[src/rtl/tick_scheduler.sv]
// tick_scheduler: shared prescaler time-shared by NUM_CH periodic tick/square-wave channels with base-tick-aligned config
module tick_scheduler #(
  parameter int NUM_CH   = 4,
  parameter int PER_W    = 16,
  parameter int PRESCALE = 4,
  parameter int PRE_W    = 32
) (
  input  logic              clk_i,
  input  logic              reset_i,
  input  logic              cfg_valid_i,
  output logic              cfg_ready_o,
  input  logic [2:0]        cfg_ch_i,
  input  logic [PER_W-1:0]  cfg_period_i,
  output logic              cfg_err_o,
  output logic              base_tick_o,
  output logic [NUM_CH-1:0] tick_o,
  output logic [NUM_CH-1:0] sq_o,
  output logic              busy_o
);
  typedef enum logic {IDLE, WAIT_TICK} state_t;
  state_t             state_q;
  logic [PRE_W-1:0]   pre_cnt_q;
  logic               base_tick_q;
  logic               cfg_err_q;
  logic [2:0]         lat_ch_q;
  logic [PER_W-1:0]   lat_per_q;
  logic [PER_W-1:0]   per_q [NUM_CH];
  logic [PER_W-1:0]   per_d [NUM_CH];
  logic [PER_W-1:0]   cnt_q [NUM_CH];
  logic [PER_W-1:0]   cnt_d [NUM_CH];
  logic [NUM_CH-1:0]  tick_q, tick_d, sq_q, sq_d;
  logic               wrap, accept, ch_ok, apply;
  assign wrap        = pre_cnt_q == PRE_W'(PRESCALE - 1);
  assign accept      = state_q == IDLE && cfg_valid_i;
  assign ch_ok       = {1'b0, cfg_ch_i} < 4'(NUM_CH);
  // a wrap on the accept edge itself sees IDLE, so only later wraps apply
  assign apply       = state_q == WAIT_TICK && wrap;
  assign cfg_ready_o = state_q == IDLE;
  assign busy_o      = state_q == WAIT_TICK;
  assign cfg_err_o   = cfg_err_q;
  assign base_tick_o = base_tick_q;
  assign tick_o      = tick_q;
  assign sq_o        = sq_q;
  // prescaler counter and registered wrap pulse
  always_ff @(posedge clk_i or posedge reset_i) begin
    if (reset_i) begin
      pre_cnt_q   <= '0;
      base_tick_q <= 1'b0;
    end else begin
      pre_cnt_q   <= wrap ? '0 : pre_cnt_q + PRE_W'(1);
      base_tick_q <= wrap;
    end
  end
  // config FSM: latch a request, hold it until the next base-tick boundary
  always_ff @(posedge clk_i or posedge reset_i) begin
    if (reset_i) begin
      state_q   <= IDLE;
      lat_ch_q  <= '0;
      lat_per_q <= '0;
      cfg_err_q <= 1'b0;
    end else begin
      cfg_err_q <= accept && !ch_ok;
      if (state_q == IDLE) begin
        if (accept && ch_ok) begin
          lat_ch_q  <= cfg_ch_i;
          lat_per_q <= cfg_period_i;
          state_q   <= WAIT_TICK;
        end
      end else if (wrap) begin
        state_q <= IDLE;
      end
    end
  end
  // per-channel next state; a config apply overrides any coincident expiry
  always_comb begin
    for (int c = 0; c < NUM_CH; c++) begin
      per_d[c]  = per_q[c];
      cnt_d[c]  = cnt_q[c];
      tick_d[c] = 1'b0;
      sq_d[c]   = sq_q[c];
      if (apply && lat_ch_q == 3'(c)) begin
        per_d[c] = lat_per_q;
        cnt_d[c] = '0;
        sq_d[c]  = 1'b0;
      end else if (per_q[c] == '0) begin
        cnt_d[c] = '0;
        sq_d[c]  = 1'b0;
      end else if (wrap) begin
        tick_d[c] = cnt_q[c] == per_q[c] - PER_W'(1);
        cnt_d[c]  = tick_d[c] ? '0 : cnt_q[c] + PER_W'(1);
        sq_d[c]   = sq_q[c] ^ tick_d[c];
      end
    end
  end
  // channel state registers
  always_ff @(posedge clk_i or posedge reset_i) begin
    if (reset_i) begin
      per_q  <= '{default: '0};
      cnt_q  <= '{default: '0};
      tick_q <= '0;
      sq_q   <= '0;
    end else begin
      per_q  <= per_d;
      cnt_q  <= cnt_d;
      tick_q <= tick_d;
      sq_q   <= sq_d;
    end
  end
endmodule

[config.mk]
export PLATFORM = sky130hd
export DESIGN_NAME = tick_scheduler
export DESIGN_NICKNAME = d
export VERILOG_FILES = /design/src/rtl/tick_scheduler.sv
export SDC_FILE = /design/constraint.sdc
export NUM_CORES = 1
export LEC_CHECK = 0
export BUFFER_PORTS_ARGS = -buffer_cell sky130_fd_sc_hd__buf_4
export CAP_MARGIN = 20
export CELL_PAD_IN_SITES_DETAIL_PLACEMENT = 1
export CELL_PAD_IN_SITES_GLOBAL_PLACEMENT = 1
export CORE_MARGIN = 4
export CORE_UTILIZATION = 49
export CTS_CLUSTER_DIAMETER = 40
export DETAILED_ROUTE_END_ITERATION = 10
export GPL_ROUTABILITY_DRIVEN = 0
export HOLD_SLACK_MARGIN = 0.1
export PLACE_DENSITY = 0.84
export RECOVER_POWER = 100
export SLEW_MARGIN = 20
export SYNTH_ARGS = -nofsm -noshare
export SYNTH_HDL_FRONTEND = slang
export SYNTH_SLANG_ARGS = --single-unit
[constraint.sdc]
create_clock -name clk_i -period 9.2 [get_ports clk_i]
set_clock_uncertainty 0.2 [all_clocks]
set_input_delay 1.84 -clock clk_i [delete_from_list [all_inputs] [get_ports clk_i]]
set_output_delay 1.84 -clock clk_i [all_outputs]
set_load 0.01 [all_outputs]
**Word level (Yosys, flattened, before mapping)**

Index checks and enable logic that the tools add are counted.

- Flip-flop bits (word level): 190
- Output and inout bits: 12
- Logic and storage cells: 105

- Add/subtract/negate cells: 9
- $lt $le $gt $ge: 1
- Equality and inequality tests: 8
- Muxes and demuxes: 44
- Bitwise operators: 5
- Reductions and logical operators: 19

Operator list:

| operator | number |
|---|---|
| $mux W16 | 16 |
| $add A16 B1 Y16 const B | 4 |
| $eq A16 B16 Y1 | 4 |
| $logic_not A16 Y1 | 4 |
| $sub A16 B1 Y16 const B | 4 |
| $add A32 B1 Y32 const B | 1 |
| $eq A32 B2 Y1 const B | 1 |
| $mux W32 | 1 |
| $mux W1 | 27 |
| $reduce_bool A3 Y1 | 4 |
| $logic_and A1 B1 Y1 | 8 |
| $eq A3 B2 Y1 const B | 2 |
| $xor A1 B1 Y1 | 4 |
| $eq A3 B1 Y1 const B | 1 |
| $logic_not A3 Y1 | 1 |
| $lt A3 B3 Y1 const B | 1 |
| $reduce_and A2 Y1 | 1 |
| $logic_not A1 Y1 | 1 |
| $not A1 Y1 | 1 |

**Depth between registers and ports, before layout**

- Depth after elaboration: 6
- Gate-level depth with buffers: 11
- Depth with buffers taken out: 9

**Least setup slack after synthesis**

Ideal clock, no wire load.

- Kind: reg2reg
- Start: register per_q[22] (netlist name)
- End: register tick_q[2], in the netlist tick_o[2]
- Library setup time: 0.087 ns
- Data arrival time: 2.820 ns
- Required time: 8.913 ns
- Setup slack: 6.094 ns
- Stages on the path, launching flop included: 9
- Buffers on the path: 1
- Period minus slack after synthesis: 3.106 ns
- Cells stage by stage: dfrtp_1 -> or4_1 -> buf_2 -> or3_4 -> or4_4 -> a21oi_2 -> nand3_1 -> or4_1 -> a211oi_2

- Cells in the longest elaborated chain, start to end: 5
- Elaborated cells between the ends (all ways): 6
- Classes of those cells: add/sub: 1; eq/ne: 1; mux: 3; reduce/logical: 1

RTL lines:

| item | RTL line | source |
|---|---|---|
| from (decl) | 27 | `logic [PER_W-1:0] per_q [NUM_CH];` |
| from (signal assigned) | 103 | `per_q <= per_d;` |
| $sub A16 B1 Y16 | 89 | `tick_d[c] = cnt_q[c] == per_q[c] - PER_W'(1);` |
| $eq A16 B16 Y1 | 89 |  |
| $mux W1 | 88 | `end else if (wrap) begin` |
| $mux W1 (*) | 85 | `end else if (per_q[c] == '0) begin` |
| $mux W1 (*) | 81 | `if (apply && lat_ch_q == 3'(c)) begin` |
| named net tick_d[2] | 31 | `logic [NUM_CH-1:0] tick_q, tick_d, sq_q, sq_d;` |
| to (signal assigned) | 105 | `tick_q <= tick_d;` |
| to (decl) | 31 |  |

The timed path passes the listed nets; every way through them passes the cells marked *.
A chain may end at the register's enable or synchronous reset.

==> impl_results.rst <==
.. list-table::
   :header-rows: 1

   * - Metric
     - Value
   * - Switching power share of the total
     - 40.7%
   * - Pin count of the biggest net entering global routing
     - 145
   * - Die height
     - 159 µm
   * - #FFs+latches synth
     - 190
   * - Arrival time worst endpoint
     - 4.42 ns
   * - LEAKAGE
     - 5.02 nW
   * - # IOs
     - 34
   * - Net switching power
     - 0.00126 W
   * - Max frequency
     - 0.217 GHz
   * - Wire per inst
     - 20.7 µm
   * - Result of the run
     - finished, violations left
   * - Total power draw
     - 0.00309 W
   * - Register-to-Register Setup Slack
     - 5.40 ns
   * - Worst Path Required
     - 9.01 ns
   * - Starting DRC count in detailed routing
     - 609
   * - TritonRoute pass-1 iters
     - 5
   * - Worst relative slew slack
     - -68.2%
   * - Global-route total usage across every layer
     - 24.6%
   * - Fin util
     - 54.6%
   * - Vias after detailed routing
     - 9337
   * - Violated checks
     - max-capacitance violations, max-slew violations
   * - Number of global-route vias before repair
     - 9838
   * - Transition time at the pin with the least slew margin
     - 2.52 ns
   * - Clock period minus worst slack
     - 4.61 ns
   * - Effective utilization at floorplan
     - 50.4%
   * - Share of the clock period used by the worst path
     - 50.1%
   * - Wire length of the first global-routing pass
     - 51.7 mm
   * - Final wirelength
     - 31.0 mm
   * - Worst min path class
     - reg -> reg
   * - I/O Buffers
     - 33
   * - Max capacitance violation total
     - 1
   * - Clock transition at the registers of the reported paths
     - 0.08 ns
   * - Net count of the mapped netlist
     - 1233
   * - H-tree lvl count
     - 4
   * - Number of cells produced by synthesis
     - 1202
   * - Root Driver
     - sky130_fd_sc_hd__clkbuf_16
   * - Buffers inserted by post-CTS timing repair
     - 0
   * - Worst IR Drop VDD
     - 0.000148 V
   * - Number of warnings printed during yosys synthesis
     - 0
   * - Number of antenna violations at the first check in global routing
     - 0
   * - Share of synthesized area occupied by flip-flops and latches
     - 42.7%
   * - Top fanout value on the critical path
     - 144
   * - Post-placement cell count
     - 1469
   * - Die Outline Area
     - 25200 µm²
   * - Remaining DRCs
     - 0
   * - Part of the total power dissipated in the clock network
     - 22.8%
   * - Final setup violating endpoints
     - 0
   * - Via density
     - 6.22
   * - Clock Sink Count
     - 190
   * - Placeable core region
     - 22100 µm²
   * - Post-synth top flop
     - sky130_fd_sc_hd__dfrtp_1
   * - Antenna-violating nets left
     - 0
   * - CTS tree
     - built
   * - CTS max path bufs
     - 2
   * - Number of enable flip-flop cells after synthesis
     - 0
   * - Startpoint kind of the worst setup timing path
     - input pin
   * - Number of buffers added to fix hold violations after cts
     - 0
   * - Final-stage net count
     - 1239
   * - Placement row count
     - 54
   * - Type of element capturing the critical path
     - asynchronous set/reset pin
   * - Comb pwr share
     - 32.2%
   * - Detailed placer's ending HPWL
     - 21.5 mm
   * - Avg Cell Area, Syn
     - 9.27 µm²
   * - Share of flip-flops with an asynchronous set or reset after synthesis
     - 100%
   * - Internal power summed over all cells
     - 0.00183 W
   * - Number of distinct standard cells referenced by the synthesized netlist
     - 60
   * - Final-report hold violation count
     - 0
   * - Antenna cell count
     - 0
   * - Synthesis-to-layout area growth
     - 8.29%
   * - Pins Over Slew Limit
     - 48
   * - Clock Latency Late Sink
     - 0.44 ns
   * - Share of layout cells above drive strength 1
     - 11.5%
   * - Relative contribution of sequential cells to total power
     - 45.0%
   * - RSZ-0062 raised after global routing
     - false
   * - Pwr Density
     - 256 nW/µm²
   * - Number of filler cells placed in the layout
     - 2542
   * - Sum Neg Setup Slack
     - 0 ns
   * - Non-filler cells in the finished layout
     - 1501
   * - Post-Syn Area
     - 11100 µm²
   * - CTS Buf Count
     - 17
   * - Count of cells resized by post-cts repair
     - 0
   * - Overflow left after global routing
     - 0
   * - Crit path kind
     - in -> async
   * - Chip Width
     - 159 µm
layout make-up:
class,instances,area [µm²],share of cell area [%]
clock buffer,17,425,3.53
clock inverter,15,116,0.964
inverter,32,133,1.10
multi-input combinational,921,6020,49.9
sequential,190,4750,39.4
tap,280,350,2.90
timing repair buffer,46,267,2.21
power by group through the flow:
stage | clock network, W | registers [W] | logic, W
2_1_floorplan | 0 | 0.00121 | 0.000842
3_3_place_gp | 0 | 0.00137 | 0.000928
3_5_place_dp | 0 | 0.00139 | 0.000988
4_1_cts | 0.000715 | 0.00138 | 0.00101
5_1_grt | 0.000753 | 0.00142 | 0.00112
6_report | 0.000703 | 0.00139 | 0.000996
Yosys cell counts (16+ instances only):
cell,count,area share [%]
sky130_fd_sc_hd__a21o_1,16,1.1
sky130_fd_sc_hd__and3_1,18,1.0
sky130_fd_sc_hd__nand4_1,23,1.3
sky130_fd_sc_hd__xor2_1,33,2.6
sky130_fd_sc_hd__nand2_1,164,5.5
sky130_fd_sc_hd__mux2_2,69,7.0
sky130_fd_sc_hd__nand3_1,42,1.9
sky130_fd_sc_hd__clkbuf_1,50,1.7
sky130_fd_sc_hd__or4_1,16,1.1
sky130_fd_sc_hd__nor2_1,64,2.2
sky130_fd_sc_hd__nor3_1,43,1.9
sky130_fd_sc_hd__dfrtp_1,190,43
sky130_fd_sc_hd__xnor2_1,77,6.1
sky130_fd_sc_hd__o21ai_0,52,2.3
sky130_fd_sc_hd__o221ai_1,27,2.1
sky130_fd_sc_hd__inv_1,32,1.1
sky130_fd_sc_hd__nor2b_1,21,1.2
sky130_fd_sc_hd__nand2b_1,16,0.90
sky130_fd_sc_hd__and2_1,23,1.3
sky130_fd_sc_hd__nor4_1,33,1.9
flip-flops by register name (all words and copies together) (netlist names):
| register | count |
|---|---|
| tick_o | 4 |
| base_tick_o | 1 |
| sq_o | 4 |
| pre_cnt_q | 32 |
| cfg_err_o | 1 |
| lat_per_q | 16 |
| busy_o | 1 |
| lat_ch_q | 3 |
| per_q | 64 |
| cnt_q | 64 |
metrics by stage:
stage,cell area (µm²),hold WS (ns),worst slack [ns]
after global placement,11600,0.261,5.65
after CTS,12200,0.291,5.56
after global routing,12100,0.311,3.89
after floorplan,11100,0.243,1.99
after detailed placement,11600,0.281,5.57
final,12100,0.289,4.59
per-layer routing:
layer	up-vias	share of wire [%]	track usage [%]
li1	4344	-	-
met1	4795	44	31.2
met2	157	51	43.5
met3	41	2.9	3.94
met4	0	1.9	7.65
met5	-	0	0
worst paths after layout:
kind / startpoint / cells past startpoint / end
min in group asynchronous: reset_i / 2 / pre_cnt_q[14]$_DFF_PP0_
setup reg to reg: pre_cnt_q[0]$_DFF_PP0_ / 7 / per_q[28]$_DFFE_PP0P_
hold reg to reg: pre_cnt_q[0]$_DFF_PP0_ / 1 / pre_cnt_q[0]$_DFF_PP0_
hold / removal: pre_cnt_q[0]$_DFF_PP0_ / 1 / pre_cnt_q[0]$_DFF_PP0_
max in group clk_i: pre_cnt_q[0]$_DFF_PP0_ / 7 / per_q[28]$_DFFE_PP0P_
setup / recovery: reset_i / 3 / per_q[11]$_DFFE_PP0P_
cells by family (layout without fill, tap and decap cells):
| logic type | Yosys count | after routing | synth area share (%) |
|---|---|---|---|
| DFF | 190 | 190 | 42.7 |
| and+or+nand+nor | 536 | 536 | 25.1 |
| AOI/OAI and AO/OA | 194 | 194 | 12.2 |
| muxes | 72 | 72 | 7.24 |
| adders and majority gates | 9 | 9 | 1.01 |
| buffers and inverters | 91 | 110 | 3.08 |
| xor gates and xnor gates | 110 | 110 | 8.64 |
worst max-delay path: stages:
cell and delay (ns):
sky130_fd_sc_hd__clkbuf_1 0.14, sky130_fd_sc_hd__clkinv_8 0.53, sky130_fd_sc_hd__clkbuf_1 1.86
placed cells by master (no fill, tap or decap), types with 15 or more instances in the layout:
cell	instances
sky130_fd_sc_hd__a21o_1	16
sky130_fd_sc_hd__and2_1	23
sky130_fd_sc_hd__and3_1	18
sky130_fd_sc_hd__buf_4	25
sky130_fd_sc_hd__clkbuf_1	21
sky130_fd_sc_hd__clkbuf_16	17
sky130_fd_sc_hd__dfrtp_1	190
sky130_fd_sc_hd__inv_1	31
sky130_fd_sc_hd__mux2_2	68
sky130_fd_sc_hd__nand2_1	164
sky130_fd_sc_hd__nand2b_1	16
sky130_fd_sc_hd__nand3_1	42
sky130_fd_sc_hd__nand4_1	23
sky130_fd_sc_hd__nor2_1	63
sky130_fd_sc_hd__nor2b_1	21
sky130_fd_sc_hd__nor3_1	44
sky130_fd_sc_hd__nor4_1	33
sky130_fd_sc_hd__o21ai_0	52
sky130_fd_sc_hd__o221ai_1	27
sky130_fd_sc_hd__o31ai_1	15
sky130_fd_sc_hd__or3_1	16
sky130_fd_sc_hd__or4_1	17
sky130_fd_sc_hd__xnor2_1	77
sky130_fd_sc_hd__xor2_1	33
No activity file was read; power rests on OpenSTA's default activity.
